[src/rtl/io_bus_pkg.sv]
// Shared types and constants for the peripheral I/O bus arbiter.
package io_bus_pkg;

  localparam int unsigned DEF_AW = 16;
  localparam int unsigned DEF_DW = 16;

  localparam logic [DEF_AW-1:0] IO_LEDG_ADDR = 16'h2000;
  localparam logic [DEF_AW-1:0] IO_LEDR_ADDR = 16'h2001;

  typedef enum logic [1:0] {
    IDLE   = 2'd0,
    ACCESS = 2'd1,
    DONE   = 2'd2
  } io_state_t;

  // One master's transaction request at default bus widths
  typedef struct packed {
    logic [DEF_AW-1:0] addr;
    logic [DEF_DW-1:0] wdata;
    logic              wr;
  } io_bus_rec_t;

endpackage

[src/rtl/io_bus_arbiter_rr_arbiter2.sv]
// Two-way round-robin arbiter; priority pointer advances only on accept.
module rr_arbiter2 (
  input  logic       clk,
  input  logic       rst_n,
  input  logic [1:0] req,
  input  logic       accept,
  output logic [1:0] grant_c,
  output logic       idx_c
);

  logic prio_q;

  always_comb begin
    idx_c   = 1'b0;
    grant_c = 2'b00;
    unique case (req)
      2'b11:   idx_c = prio_q;
      2'b10:   idx_c = 1'b1;
      default: idx_c = 1'b0;
    endcase
    if (req != 2'b00) begin
      grant_c = {idx_c, ~idx_c};
    end
  end

  // The master just served loses priority to the other one
  always_ff @(posedge clk or negedge rst_n) begin
    if (!rst_n) begin
      prio_q <= 1'b0;
    end else if (accept) begin
      prio_q <= ~idx_c;
    end
  end

endmodule

[src/rtl/io_bus_arbiter.sv]
// Shares the peripheral I/O bus between the CPU (master 0) and the debug
// loader (master 1); one transaction at a time with a slave timeout.
module io_bus_arbiter
  import io_bus_pkg::*;
#(
  parameter int unsigned AW      = DEF_AW,
  parameter int unsigned DW      = DEF_DW,
  parameter int unsigned TIMEOUT = 15
) (
  input  logic                 sys_clk_i,
  input  logic                 sys_rst_n_i,
  input  logic [1:0]           m_req,
  input  logic [1:0]           m_wr,
  input  logic [1:0][AW-1:0]   m_addr,
  input  logic [1:0][DW-1:0]   m_wdata,
  output logic [1:0]           m_ack,
  output logic [1:0]           m_err,
  output logic [DW-1:0]        m_rdata,
  output logic                 s_rd,
  output logic                 s_wr,
  output logic [AW-1:0]        s_addr,
  output logic [DW-1:0]        s_wdata,
  input  logic [DW-1:0]        s_rdata,
  input  logic                 s_ready
);

  localparam int unsigned CNT_W = 8;
  localparam logic [CNT_W-1:0] TO_LAST = CNT_W'(TIMEOUT - 1);

  typedef struct packed {
    logic [AW-1:0] addr;
    logic [DW-1:0] wdata;
    logic          wr;
  } bus_rec_t;

  io_state_t        state_q, state_d;
  logic [CNT_W-1:0] cnt_q, cnt_d;
  logic             gidx_q, gidx_d;

  logic [1:0]       m_ack_d, m_err_d;
  logic [DW-1:0]    m_rdata_d;
  logic             s_rd_d, s_wr_d;
  logic [AW-1:0]    s_addr_d;
  logic [DW-1:0]    s_wdata_d;

  logic             arb_accept_c;
  logic [1:0]       arb_grant_c;
  logic             arb_idx_c;
  bus_rec_t         sel_c;
  logic             timed_out_c;

  assign arb_accept_c = (state_q == IDLE) && (m_req != 2'b00);
  assign timed_out_c  = (cnt_q == TO_LAST);

  rr_arbiter2 u_arb (
    .clk     (sys_clk_i),
    .rst_n   (sys_rst_n_i),
    .req     (m_req),
    .accept  (arb_accept_c),
    .grant_c (arb_grant_c),
    .idx_c   (arb_idx_c)
  );

  // AND-OR mux of the granted master's request fields
  always_comb begin
    sel_c.addr  = ({AW{arb_grant_c[0]}} & m_addr[0])  | ({AW{arb_grant_c[1]}} & m_addr[1]);
    sel_c.wdata = ({DW{arb_grant_c[0]}} & m_wdata[0]) | ({DW{arb_grant_c[1]}} & m_wdata[1]);
    sel_c.wr    = |(arb_grant_c & m_wr);
  end

  always_ff @(posedge sys_clk_i or negedge sys_rst_n_i) begin
    if (!sys_rst_n_i) begin
      state_q <= IDLE;
    end else begin
      state_q <= state_d;
    end
  end

  always_comb begin
    state_d = state_q;
    unique case (state_q)
      IDLE:    if (m_req != 2'b00) state_d = ACCESS;
      ACCESS:  if (s_ready || timed_out_c) state_d = DONE;
      DONE:    state_d = IDLE;
      default: state_d = IDLE;
    endcase
  end

  // Next values of the registered outputs and datapath; hold by default
  always_comb begin
    m_ack_d   = 2'b00;
    m_err_d   = 2'b00;
    m_rdata_d = m_rdata;
    s_rd_d    = s_rd;
    s_wr_d    = s_wr;
    s_addr_d  = s_addr;
    s_wdata_d = s_wdata;
    cnt_d     = cnt_q;
    gidx_d    = gidx_q;
    unique case (state_q)
      IDLE: begin
        if (m_req != 2'b00) begin
          s_addr_d  = sel_c.addr;
          s_wdata_d = sel_c.wdata;
          s_wr_d    = sel_c.wr;
          s_rd_d    = ~sel_c.wr;
          cnt_d     = '0;
          gidx_d    = arb_idx_c;
        end
      end
      ACCESS: begin
        if (s_ready) begin
          s_rd_d    = 1'b0;
          s_wr_d    = 1'b0;
          m_rdata_d = s_wr ? '0 : s_rdata;
          m_ack_d   = {gidx_q, ~gidx_q};
        end else if (timed_out_c) begin
          s_rd_d    = 1'b0;
          s_wr_d    = 1'b0;
          m_rdata_d = '0;
          m_ack_d   = {gidx_q, ~gidx_q};
          m_err_d   = {gidx_q, ~gidx_q};
        end else begin
          cnt_d = cnt_q + CNT_W'(1);
        end
      end
      default: ;
    endcase
  end

  always_ff @(posedge sys_clk_i or negedge sys_rst_n_i) begin
    if (!sys_rst_n_i) begin
      m_ack   <= 2'b00;
      m_err   <= 2'b00;
      m_rdata <= '0;
      s_rd    <= 1'b0;
      s_wr    <= 1'b0;
      s_addr  <= '0;
      s_wdata <= '0;
      cnt_q   <= '0;
      gidx_q  <= 1'b0;
    end else begin
      m_ack   <= m_ack_d;
      m_err   <= m_err_d;
      m_rdata <= m_rdata_d;
      s_rd    <= s_rd_d;
      s_wr    <= s_wr_d;
      s_addr  <= s_addr_d;
      s_wdata <= s_wdata_d;
      cnt_q   <= cnt_d;
      gidx_q  <= gidx_d;
    end
  end

endmodule

[config.mk]
export PLATFORM = sky130hd
export DESIGN_NAME = io_bus_arbiter
export DESIGN_NICKNAME = d
export VERILOG_FILES = /design/src/rtl/io_bus_pkg.sv /design/src/rtl/io_bus_arbiter_rr_arbiter2.sv /design/src/rtl/io_bus_arbiter.sv
export SDC_FILE = /design/constraint.sdc
export NUM_CORES = 1
export LEC_CHECK = 0
export BUFFER_PORTS_ARGS = -buffer_cell sky130_fd_sc_hd__buf_2
export CAP_MARGIN = 25
export CELL_PAD_IN_SITES_DETAIL_PLACEMENT = 1
export CELL_PAD_IN_SITES_GLOBAL_PLACEMENT = 2
export CORE_UTILIZATION = 26
export DETAILED_ROUTE_END_ITERATION = 8
export PLACE_DENSITY = 0.82
export SYNTH_ARGS = -nofsm -noshare
export SYNTH_HDL_FRONTEND = slang
export SYNTH_HIERARCHICAL = 1
export SYNTH_SLANG_ARGS = --single-unit
[constraint.sdc]
create_clock -name sys_clk_i -period 2 [get_ports sys_clk_i]
set_input_delay 0.2 -clock sys_clk_i [delete_from_list [all_inputs] [get_ports sys_clk_i]]
set_output_delay 0.2 -clock sys_clk_i [all_outputs]
set_load 0.02 [all_outputs]
Word-level counts from Yosys, hierarchy flattened
Index checks and enable logic that the tools add are counted.

Output and inout bits: 54. Word-level logic and storage cells: 66. Bits of input ports: 87. Register bits after elaboration: 66.

Bitwise operators: 10. Reductions and logical operators: 12. Muxes and demuxes: 23. Add/sub/neg operators: 1. Eq/ne operators: 9.

Operators with widths (number): $and A16 B16 Y16 (4); $mux W16 (3); $or A16 B16 Y16 (2); $mux W8 (3); $mux W2 (8); $pmux W8 S2 (1); $add A8 B1 Y8 const B (1); $eq A8 B4 Y1 const B (1); $ne A2 B2 Y1 const B (3); $pmux W1 S2 (3); $reduce_and A2 Y1 (3); $reduce_bool A2 Y1 (3); $eq A2 B2 Y1 const B (2); $mux W1 (4); $pmux W2 S2 (1); $reduce_and A4 Y1 (1); $ne A3 B3 Y1 const B (1); $not A1 Y1 (3); $reduce_and A3 Y1 (1); $and A2 B2 Y2 (1); $eq A2 B1 Y1 const B (1); $logic_not A2 Y1 (1); $ne A2 B1 Y1 const B (1); $reduce_or A2 Y1 (1); 2 further kinds (2).

Longest topological paths before layout
Gate-level depths: netlist of the first run.

Depth in word-level cells: 9. Mapped depth: 7.

Hierarchy
Netlist of the first run, hierarchy kept.

By module, submodules not included: io_bus_arbiter (instances 1, area each 2890.3 um^2, cells an instance 291, sequential area each 1626.6 um^2); rr_arbiter2 (instances 1, area each 83.8 um^2, cells an instance 7, sequential area each 25.0 um^2).

Worst setup path after synthesis of the first run
No wires, ideal clock.

Path kind: register to register. Start point: reg cnt_q[0]. End point: reg s_rd. Stages on the path, launching flop included: 8. Clock period less this slack: 1.525 ns. Arrival: 1.388 ns. Buffers on the path: 1. Setup time: 0.138 ns. Path slack: 0.475 ns. Cell sequence: dfrtp_1 > inv_1 > ha_1 > nand4b_1 > nor4_1 > o21a_1 > clkbuf_2 > o22ai_1.

Longest elaborated chain between the ends: 3.

Ends and longest elaborated chain: from (decl) (line io_bus_arbiter.sv:37) `logic [CNT_W-1:0] cnt_q, cnt_d;`; from (signal assigned) (line io_bus_arbiter.sv:150) `cnt_q <= cnt_d;`; $eq A8 B4 Y1 (line io_bus_arbiter.sv:53) `assign timed_out_c = (cnt_q == TO_LAST);`; $ne A3 B3 Y1 (no source line); $reduce_and A3 Y1 (no source line); to (signal assigned) (line io_bus_arbiter.sv:146) `s_rd <= s_rd_d;`; to (decl) (line io_bus_arbiter.sv:19) `output logic s_rd,`.

Every way passes these cells. A chain may end at the register's enable or synchronous reset.

Worst setup path after layout of the first run
Start point: reg cnt_q[0]. End point: reg m_rdata[1].

Longest elaborated chain between the ends: 3.

Ends and longest elaborated chain: $eq A8 B4 Y1 (line io_bus_arbiter.sv:53); $reduce_bool A2 Y1 (no source line); $reduce_and A2 Y1 (no source line); to (signal assigned) (line io_bus_arbiter.sv:145) `m_rdata <= m_rdata_d;`; to (decl) (line io_bus_arbiter.sv:18) `output logic [DW-1:0] m_rdata,`.

Every way passes these cells.

==> results by group, run 1 <==
Run status
  • Status: completed

Synthesis
  • Register area share after synthesis: 55.5%
  • Simple-gate portion of the synthesized area: 21.0%
  • Synth Flop Type: dfrtp_1
  • Mapped Area: 2970 sq um
  • Distinct cells, synth: 37
  • Ys Warns: 6
  • Synth area leader: dfrtp_1
  • Syn_nets: 387
  • Async set-reset flop share out of synthesis: 100%
  • Post-synth EDFFs: 0
  • Synth area leaders: dfrtp_1 56%, a221oi_1 9.4%, nor2_1 8.6%
  • Syn_area_per_cell: 9.98 sq um
  • Post-Synthesis Cells: 298
  • Post-Synth Adder-Cell Area: 0.841%
  • Largest family of logic cells by synthesized area: simple AND/OR/NAND/NOR gates
  • Post-synth top cells: 68 x nor2_1, 66 x dfrtp_1, 32 x a221oi_1, 20 x inv_1, 19 x o21ai_0
  • Share of the synthesized area in the top cell type: 55.5%
  • Mux contribution to synthesized area: 0.337%
  • Most frequent cell after synthesis: nor2_1
  • Seq cells post-synth: 66
  • Area fraction in compound gates after synthesis: 16.0%
  • Xor/xnor share of the synthesized area: 0.294%

Floorplan
  • Die W: 109 um
  • Initial core utilization: 27.1%
  • Core ar.: 11000 sq um
  • Die ar.: 11900 sq um
  • FP Rows: 38
  • Top Ports: 141
  • Chip height: 109 um

Route
  • Antenna viol nets, final: 0
  • Wire length on met1: 3.90 mm
  • Via-per-instance ratio: 4.71
  • # DRC: 0
  • Drt wl/cell: 15.4 um
  • WL met2: 4.47 mm
  • Vias post-DR: 2761
  • Initial DRC count: 92
  • Routed WL: 9.00 mm
  • Top Metal Used: met4
  • DR WL met3: 513 um
  • TritonRoute pass-1 iters: 4

Timing
  • Final hold violation count: 0
  • Final setup fails: 0
  • WHS: 0.125 ns
  • Max Clk Rate: 571 MHz
  • Rel. slew slack: 64.6%
  • Slew @ Worst Pin: 0.529 ns
  • Final Max Tran Viols: 0
  • RSZ-0062 raised after global routing: no
  • Tcrit/Tclk final: 87.6%
  • Min Tclk post-route: 1.75 ns
  • Final Skew: 0.00485 ns
  • Setup TNS: 0 ns

Global routing
  • Vias in the first global route: 2936
  • First-pass GRT wire length: 14.8 mm
  • Global route overflow: 0
  • Initial antenna violation count: 0
  • GRT Overall Usage: 16.4%
  • Largest net degree at the start of global routing: 34

Clock tree
  • Clock buffer count from CTS: 9
  • CTS tree: yes
  • Worst-path clk slew: 0.05 ns
  • CTS Buffer Depth: 2
  • Post-cts sizing count: 0
  • Htree depth: 3
  • Clock sink count: 66
  • Skew-Pair Late Insertion Delay: 0.33 ns
  • Total setup buffers inserted after CTS: 0
  • Root Driver: clkbuf_16

Critical path
  • CP endpoint kind: register
  • Reg-to-Reg Start: cnt_q[0]
  • CP max FO: 10
  • Data required, critical path: 2.20 ns
  • Reg2Reg Depth: 7
  • Worst setup SP type: register
  • WP data arrival: 1.95 ns
  • CP endpoint: m_rdata[1]
  • R2r endpoint: m_rdata[1]
  • Setup CP Type: register to register
  • Crit path launch: cnt_q[0]
  • Reg2reg setup slack: 0.25 ns

Power
  • PD cells: 1580 nW/um^2
  • Total power: 6570 uW
  • Leakage power: 0.00202 uW
  • Max VDD drop: 477 uV

Cells and area
  • Share of cells above drive strength 1: 39.2%
  • Area Overhead vs Synth: 40.0%
  • N_diodes: 0
  • Nets: 530

Place
  • I/O Buffers: 140
  • Dpl hpwl: 6.72 mm
  • Final GP Congestion: 0.707

Run
  • Maximum Capacitance Violations: 0

Min path
  • Worst Hold Class: input port to register
[sequential cells by signal (all words and copies together) (netlist names)]
name	flops
cnt_q	8
u_arb/prio_q	1
state_q	2
m_rdata	16
m_err	2
s_wr	1
s_wdata	16
m_ack	2
gidx_q	1
s_rd	1
s_addr	16
[stage by stage]
step                      instance area [sq um]  worst slack, ns  instances  utilization [%]
after global placement                     3880            0.294        569             35.3
after detailed placement                   3880            0.220        569             35.3
final                                      4160            0.248        586             37.9
after global routing                       4160           0.0308        586             37.9
after floorplan                            2970            0.475        298                -
after CTS                                  4160            0.215        586             37.9
[power by group]
group / internal [uW] / total, uW / switching (uW)
Combinational: 1040 / 2840 / 1790
Sequential: 1930 / 2310 / 382
Clock: 865 / 1430 / 564
[final cells by class]
| cell class | count | area, sq um |
|---|---|---|
| fillers | 1325 | 6820 |
| multi-input cells | 188 | 1160 |
| repair buffers | 155 | 828 |
| clock inverters | 5 | 30.0 |
| clock buffers | 11 | 243 |
| inverters | 21 | 78.8 |
| flip-flops and latches | 66 | 1650 |
| well taps | 140 | 175 |
[worst min path at each step]
stage / startpoint / to / cells past startpoint
finish: m_addr[26] / s_addr[10] / 3
global route: s_rdata[5] / m_rdata[5] / 3
CTS: m_wdata[18] / s_wdata[2] / 3
detailed placement: sys_rst_n_i / gidx_q / 1
global placement: sys_rst_n_i / gidx_q / 1
floorplan: sys_rst_n_i / cnt_q[0] / 0
[cell families after synthesis]
logic type | count (synthesis)
adder cells (fa/ha/maj) | 2
multiplexers | 1
buffers and inverters | 44
flip-flops | 66
AO/OA/AOI/OAI | 61
AND/OR/NAND/NOR | 123
XOR/XNOR | 1
[critical path: stages (launching register included)]
cell and delay [ns]:
dfrtp_1 0.41, inv_1 0.08, ha_1 0.14, nand4b_1 0.13, nor4_1 0.34, o21a_1 0.25
buf_4 0.18, o21ai_0 0.09
[metal layers]
metal | GRT usage (%) | up-vias
met2 | 27.6 | 92
li1 | - | 1340
met3 | 3.83 | 9
met1 | 20.1 | 1320
met5 | 0 | -
met4 | 6.37 | 0
[repair_timing]
action / CTS / global route
endpoints found under the hold margin: 66 / 0
setup endpoints to repair: 0 / 0
hold buffers: 1 / 0
[layout by cell type, fill, tap and decap left out, types with 2 or more instances in the layout]
master and count:
nand3_1 9, buf_2 140, ha_1 2, nand4b_1 17
clkinvlp_4 2, clkinv_2 3, nor2_1 68, and2_1 5
clkbuf_16 9, nand2_1 11, and3_1 3, buf_4 13
o21ai_0 19, nor2b_1 2, nand4_1 2, inv_1 20
a221oi_1 32, dfrtp_1 66
(Power assumes the default switching activity.)
==> inputs of run 2 (changes only) <==
Settings changed: BUFFER_PORTS_ARGS -buffer_cell sky130_fd_sc_hd__buf_2 to -buffer_cell sky130_fd_sc_hd__buf_4, HOLD_SLACK_MARGIN set to 0.15.
==> results by group, run 2 (synthesis results as in run 1) <==
Timing
  • Min Tclk post-route: 1.74 ns (-0.0101 ns)
  • Final Skew: 0.00456 ns (-0.000292 ns)
  • RSZ-0062 raised after global routing: no
  • Slew @ Worst Pin: 0.506 ns (-0.0227 ns)
  • Rel. slew slack: 66.3% (+1.6 points)
  • Tcrit/Tclk final: 87.1% (-0.51 points)
  • Final hold violation count: 0 (unchanged)
  • Final Max Tran Viols: 0 (unchanged)
  • Final setup fails: 0 (unchanged)
  • Max Clk Rate: 574 MHz (+0.58%)

Place
  • Area after DPL: 4200 sq um (+8.3%)
  • Final GP Congestion: 0.744 (+5.3%)
  • Dpl hpwl: 6.58 mm (-2.0%)
  • I/O Buffers: 140 (unchanged)
  • Post-Place Cells: 565 (-0.70%)

Power
  • Clock power frac: 20.2% (-1.5 points)
  • Max VDD drop: 528 uV (+11%)
  • PD cells: 1410 nW/um^2 (-11%)
  • Switch Pwr: 2820 uW (+3.1%)
  • Leakage power: 0.00233 uW (+15%)
  • Comb pwr share: 46.6% (+3.4 points)
  • Sequential share of power: 33.2% (-1.9 points)
  • P_int: 4220 uW (+10%)
  • Sw frac: 40.1% (-1.6 points)

Min path
  • Hold path endpoint: m_rdata[10]
  • Worst Hold Class: input port to register
  • HP Start: s_rdata[10]
  • Hold Path Cell Cnt: 3 (unchanged)

Floorplan
  • FP Rows: 38 (unchanged)
  • Chip height: 109 um (unchanged)
  • Top Ports: 141 (unchanged)
  • Die W: 109 um (unchanged)
  • Die ar.: 11900 sq um (unchanged)
  • Initial core utilization: 27.1% (unchanged)
  • Core ar.: 11000 sq um (unchanged)

Route
  • TritonRoute pass-1 iters: 4 (unchanged)
  • Via-per-instance ratio: 4.68 (-0.73%)
  • Vias post-DR: 2956 (+7.1%)
  • # DRC: 0 (unchanged)
  • Initial DRC count: 132 (+43%)
  • Drt wl/cell: 15.8 um (+2.9%)
  • Antenna viol nets, final: 0 (unchanged)
  • Routed WL: 9.98 mm (+11%)

Cells and area
  • Commonest cells after routing, fill and taps aside: 149 x buf_4, 68 x nor2_1, 66 x dfrtp_1
  • Post-Layout Cell Count: 632 (+7.8%)
  • # fillers: 1232 (-7.0%)
  • Nets: 576 (+8.7%)
  • N_diodes: 0 (unchanged)
  • Area of the multi-input gates: 1160 sq um (unchanged)
  • Cell area after layout: 4990 sq um (+20%)
  • Largest registers: m_rdata (16), s_addr (16), s_wdata (16)
  • Reg area: 1650 sq um (unchanged)
  • Share of cells above drive strength 1: 35.0% (-4.3 points)
  • Commonest non-fill, non-tap cell in the layout: buf_4
  • Area Overhead vs Synth: 67.9%

Clock tree
  • Htree depth: 3 (unchanged)
  • Clock buffer count from CTS: 9 (unchanged)
  • CTS tree: yes
  • Clock sink count: 66 (unchanged)
  • Skew-Pair Late Insertion Delay: 0.32 ns (about the same)
  • Root Driver: clkbuf_16
  • CTS Buffer Depth: 2 (unchanged)
  • Worst-path clk slew: 0.05 ns (about the same)

Global routing
  • Largest net degree at the start of global routing: 41 (+21%)
  • Vias in the first global route: 3240 (+10%)
  • First-pass GRT wire length: 16.0 mm (+7.8%)
  • Initial antenna violation count: 0 (unchanged)
  • GRT Overall Usage: 17.9% (+1.5 points)
  • Global route overflow: 0 (unchanged)

Run
  • Maximum Capacitance Violations: 0 (unchanged)

Critical path
  • CP endpoint kind: register
  • Reg-to-Reg Start: cnt_q[0]
  • CP max FO: 11 (+1)
  • Setup CP Type: register to register
  • Reg2Reg Depth: 7 (unchanged)
  • R2r endpoint: m_rdata[6]
  • Worst setup SP type: register
  • Data required, critical path: 2.20 ns (about the same)
  • WP data arrival: 1.94 ns (about the same)
  • Reg2reg setup slack: 0.26 ns (about the same)

Run status
  • Status: completed
## run 2: changes by cell type in the layout (fill, tap and decap cells not counted), sizes merged
| cell | before | now |
|---|---|---|
| dlygate4sd3 | 1 | 50 |
| buf | 154 | 151 |
## run 2: how the worst max path moves through the flow
stage | slack, ns | cells past startpoint | start | endpoint
global placement | -0.03 | 6 | m_req[1] | u_arb/prio_q
CTS | 0.19 | 6 | state_q[1] | u_arb/prio_q
detailed placement | -0.07 | 6 | m_req[1] | u_arb/prio_q
finish | 0.26 | 7 | cnt_q[0] | m_rdata[6]
floorplan | 0.47 | 7 | cnt_q[0] | s_rd
global route | 0.05 | 7 | cnt_q[0] | s_wr
## run 2: layout make-up
class,count,share of cell area [%]
clock buffers,11,4.86
inverters,21,1.58
clock inverters,5,0.601
well taps,140,3.51
repair buffers,201,33.2
multi-input cells,188,23.2
flip-flops and latches,66,33.1
## run 2: metal layers
| metal | global-route usage, % | wire length [um] |
|---|---|---|
| met2 | 31.8 | 5190 |
| met3 | 5.44 | 615 |
| met4 | 6.18 | 113 |
| met5 | 0 | 0 |
| met1 | 20.1 | 4050 |
## run 2: critical path: stages, from the launching register on
cell,delay (ns)
dfrtp_1,0.41
inv_1,0.07
ha_1,0.16
nand4b_1,0.14
nor4_1,0.38
o21a_1,0.18
buf_4,0.17
o21ai_0,0.10
## run 2: per-stage QoR
step	utilization [%]	power [uW]	TNS (ns)	hold slack, ns	setup slack (ns)
2_1_floorplan	-	4070	0	-0.0956	0.475
3_3_place_gp	38.2	5470	-0.0303	0.212	-0.0303
3_5_place_dp	38.2	5570	-0.0689	0.211	-0.0689
4_1_cts	45.3	7100	0	0.150	0.187
5_1_grt	45.5	7560	0	0.152	0.0529
6_report	45.5	7040	0	0.145	0.258
## run 2: power by group through the flow
stage          sequential, uW  combinational [uW]  clock [uW]
2_1_floorplan            2890                1180           0
3_3_place_gp             2330                3130           0
3_5_place_dp             2360                3200           0
4_1_cts                  2350                3280        1460
5_1_grt                  2430                3600        1530
6_report                 2330                3280        1430
## run 2: what timing repair did
| item | CTS | global route |
|---|---|---|
| gates resized for setup | 0 | 0 |
| setup buffers | 0 | 0 |
| endpoints found under the hold margin | 70 | 0 |
| endpoints found under the setup margin | 0 | 0 |
| hold buffers | 50 | 0 |
